File: config.mk
export PLATFORM = sky130hd
export DESIGN_NAME = appmul_seq_ctrl
export DESIGN_NICKNAME = d
export VERILOG_FILES = /design/src/rtl/appmul_seq_ctrl.sv
export SDC_FILE = /design/constraint.sdc
export NUM_CORES = 1
export LEC_CHECK = 0
export ABC_AREA = 1
export CORE_UTILIZATION = 45
export CTS_CLUSTER_SIZE = 16
export DETAILED_ROUTE_END_ITERATION = 8
export DONT_BUFFER_PORTS = 1
export GPL_ROUTABILITY_DRIVEN = 0
export PLACE_DENSITY_LB_ADDON = 0.05
export REMOVE_ABC_BUFFERS = 1
export SKIP_CTS_REPAIR_TIMING = 1
export SLEW_MARGIN = 20
export SYNTH_ARGS = -nofsm -noshare
export SYNTH_HDL_FRONTEND = slang
export SYNTH_SLANG_ARGS = --single-unit
File: constraint.sdc
create_clock -name clk -period 4.2 [get_ports clk]
set_clock_uncertainty 0.15 [all_clocks]
set_input_delay 1.26 -clock clk [delete_from_list [all_inputs] [get_ports clk]]
set_output_delay 1.26 -clock clk [all_outputs]
set_load 0.02 [all_outputs]
File: src/rtl/appmul_seq_ctrl.sv
// appmul_seq_ctrl: sequential 8x8 approximate multiplier on one shared 4:2 compressor bank; APPMUL_ERR_EN adds err.
module appmul_seq_ctrl (
  input  logic        clk,
  input  logic        rst,
  input  logic        in_valid,
  output logic        in_ready,
  input  logic [7:0]  a,
  input  logic [7:0]  b,
  output logic        out_valid,
  input  logic        out_ready,
  output logic [15:0] p
`ifdef APPMUL_ERR_EN
  ,
  output logic [15:0] err
`endif
);
  typedef enum logic [2:0] {IDLE, CMP_LO, CMP_HI, CMP_MRG, ADD, DONE} state_t;
  state_t state, state_n;
  logic [15:0] rows [8];
  logic [15:0] s0, c0, s1, c1, s2, c2;
  logic [15:0] x1, x2, x3, x4, bank_s, bank_c, approx;
  always_ff @(posedge clk)
    if (rst) state <= IDLE;
    else state <= state_n;
  always_comb begin
    state_n = state;
    state_n = state == IDLE    ? (in_valid ? CMP_LO : IDLE) :
              state == CMP_LO  ? CMP_HI :
              state == CMP_HI  ? CMP_MRG :
              state == CMP_MRG ? ADD :
              state == ADD     ? DONE :
              state == DONE    ? (out_ready ? IDLE : DONE) : IDLE;
  end
  assign in_ready  = state == IDLE;
  assign out_valid = state == DONE;
  // the one compressor bank; its four input rows are steered by state
  always_comb begin
    x1 = state == CMP_HI ? rows[4] : state == CMP_MRG ? s0 : rows[0];
    x2 = state == CMP_HI ? rows[5] : state == CMP_MRG ? c0 << 1 : rows[1];
    x3 = state == CMP_HI ? rows[6] : state == CMP_MRG ? s1 : rows[2];
    x4 = state == CMP_HI ? rows[7] : state == CMP_MRG ? c1 << 1 : rows[3];
  end
  assign bank_c = (x1 & x2) | (x1 & x3) | (x1 & x4) | (x2 & x3) | (x2 & x4);
  assign bank_s = (x1 ^ x2) ^ (x3 | x4);
  assign approx = s2 + (c2 << 1);
`ifdef APPMUL_ERR_EN
  logic [7:0]  a_r, b_r;
  logic [15:0] exact;
  assign exact = {8'b0, a_r} * {8'b0, b_r};
`endif
  always_ff @(posedge clk)
    if (rst) begin
      for (int i = 0; i < 8; i++) rows[i] <= '0;
      {s0, c0, s1, c1, s2, c2} <= '0;
      p <= '0;
`ifdef APPMUL_ERR_EN
      a_r <= '0;
      b_r <= '0;
      err <= '0;
`endif
    end else begin
      if (state == IDLE && in_valid) begin
        for (int i = 0; i < 8; i++) rows[i] <= ({8'b0, a} & {16{b[i]}}) << i;
`ifdef APPMUL_ERR_EN
        a_r <= a;
        b_r <= b;
`endif
      end
      if (state == CMP_LO) {s0, c0} <= {bank_s, bank_c};
      if (state == CMP_HI) {s1, c1} <= {bank_s, bank_c};
      if (state == CMP_MRG) {s2, c2} <= {bank_s, bank_c};
      if (state == ADD) begin
        p <= approx;
`ifdef APPMUL_ERR_EN
        err <= exact >= approx ? exact - approx : approx - exact;
`endif
      end
    end
endmodule

==> flow_summary.toml <==
[global_route]
globalRouteOverflowTotal = 0
first_global_vias = 6408
grt_pass1_wl_um = 33270
grt_max_degree = 74
antenna_found_initial = 0
grt.total_usage = 0.2137

[sta]
worst_slew_pin_slew_ns = 0.8955
hold_viol_final = 0
finalCriticalPeriod_ns = 3.180
fin_crit_sh = 0.7572
slew_violations = 0
grt_setup_unrepaired = "no"
tns_ns = 0
setup_violations = 0
worst_slack_ns = 1.020
fin_hold_ws_ns = 0.3026
fmax_mhz = 314.4
slew_headroom = 0.3984

[synthesis]
yosysWarnings = 0
netlist_area_sq_mm = 0.008746
synth.most_common_cell = "nand2_1"
synthTopCellsByCount = "234 x nand2_1, 214 x inv_1, 205 x nor2_1"
synth_top_cell_by_area = "dfxtp_1"
synth_area_per_cell_sq_um = 7.431
synth_top_area_share = 0.2564
async_flop_share = 0
synth.area.top_cells = "dfxtp_1 26%, edfxtp_1 22%, nand2_1 10%"
seq_area_frac_synth = 0.4761
yosysUniqueCellTypes = 36
syn_inst = 1177
synth_edf_count = 64
synth-main-ff-cell = "dfxtp_1"
synth_seq_cells = 176

[power_and_ir_drop]
p_total_w = 0.003721
p_sw_frac = 0.2343
combPwrFrac = 0.072
power.share.sequential = 0.504
ir_drop_v = 0.0002845
p_sw_w = 0.0008716
power.density_mw_per_mm2 = 390.2
p_clk_frac = 0.424
p_int_w = 0.002849
p_leak_nw = 4.779

[routing]
drtIter0Drc = 462
finalWirelength_um = 20190
drc = 0
drtPass1Iterations = 5
route.detailed.wl_per_inst_um = 14.06
vias = 6912
via_per_inst = 4.813
ant_nets = 0

[cts]
cts_buffers = 17
clock_latency_ns = 0.42
cts.clk_slew.worst_paths_ns = 0.07
cts-root-buf = "clkbuf_16"
tritoncts = "yes"
clock-sinks = 176
cts_buffer_depth = 2
htree_levels = 4

[setup_path]
critPathKind = "flip-flop to output pin"
worstPathRequired_ns = 2.79
setup.worst_path.start_class = "flip-flop"
cp_data_arrival_time_ns = 1.77
endpoint_kind = "output pin"
crit_fanout = 7

[run_status]
outcome = "finished clean"

[flow_run]
maxCapViolCount = 0

[floorplan]
boundaryPins = 38
die_x_um = 141.4
coreArea_sq_mm = 0.01889
die_area_sq_mm = 0.02000
row_count = 50
die_h_um = 141.4
start_util = 0.4629

[placed_design]
pre_cts_ws_ns = 1.355
dp_cells = 1405
io_buffers = 0
dp_hpwl_um = 13570

[layout]
drive_above_1_share = 0.04507
stdcell_count = 1436
final_nets = 1214
synthToLayoutAreaGrowth_pct = 9.013
n_antenna_cell = 0

[worst_hold_path]
hp-class = "flip-flop to flip-flop"
==> power by group through the flow <==
stage | Sequential (W) | Clock, W | Combinational (W)
global route | 0.00188 | 0.00168 | 0.000304
finish | 0.00187 | 0.00158 | 0.000268
detailed placement | 0.00191 | 0 | 0.000267
CTS | 0.00187 | 0.00161 | 0.000269
floorplan | 0.00190 | 0 | 0.000188
global placement | 0.00191 | 0 | 0.000265
==> worst max-delay path: stages (launching register included) <==
cell	delay [ns]
dfxtp_1	0.55
inv_2	0.10
nor3_1	0.70
==> sequential cells by signal (all words and copies together) (netlist names) <==
name	flops
rows	64
p	16
s0	16
s1	16
s2	16
c0	15
c1	15
c2	15
state	3
==> per-layer routing <==
layer	routed length [um]	global-route usage	up-vias	part of all wire
met5	0	0	-	0
met4	292	0.06055	0	0.014
met3	771	0.02531	24	0.038
met2	8767	0.3460	138	0.43
met1	10360	0.3013	3107	0.51
li1	-	-	3643	-
==> kinds of logic (layout without fill, tap and decap cells) <==
logic type | after synthesis | count (layout) | share of synthesized area
and+or+nand+nor | 529 | 529 | 0.2442
buffers and inverters | 261 | 260 | 0.1185
DFF | 176 | 176 | 0.4761
AOI/OAI and AO/OA | 165 | 165 | 0.1014
adders and majority gates | 30 | 30 | 0.04378
xor gates and xnor gates | 16 | 16 | 0.01602
==> path summary, 6_finish.rpt <==
check	start	cells past startpoint	to	slack (ns)
worst min register to register	s0[0]	2	s0[0]	0.30
worst max register to register	state[0]	12	s2[10]	1.34
worst min-delay path	s0[0]	2	s0[0]	0.30
worst max-delay path	state[0]	2	out_valid	1.02
==> cell usage in the layout, fill, tap and decap left out, drive strengths merged, types with 7 or more instances in the layout <==
master and n:
dfxtp 112, o21bai 8, inv 220, nand2 236, xor2 11, buf 11
clkinv 7, nand3 70, ha 29, a21oi 52, o21ai 85, o21a 9
nor2 207, clkbuf 20, edfxtp 64
==> per-stage QoR <==
step             util  cell area (sq um)
2_1_floorplan       -               8528
3_3_place_gp   0.4738               8951
3_5_place_dp   0.4738               8951
4_1_cts        0.5046               9534
5_1_grt        0.5046               9534
6_report       0.5046               9534
==> area by class of cell <==
class / instances / area (sq um)
clock buffer: 20 / 467.9
fill: 1940 / 9359
tap: 260 / 325.3
inverter: 218 / 818.3
multi-input combinational: 740 / 3548
sequential: 176 / 4164
clock inverter: 11 / 115.1
timing repair buffer: 11 / 95.09
No activity file was read; power rests on OpenSTA's default activity.
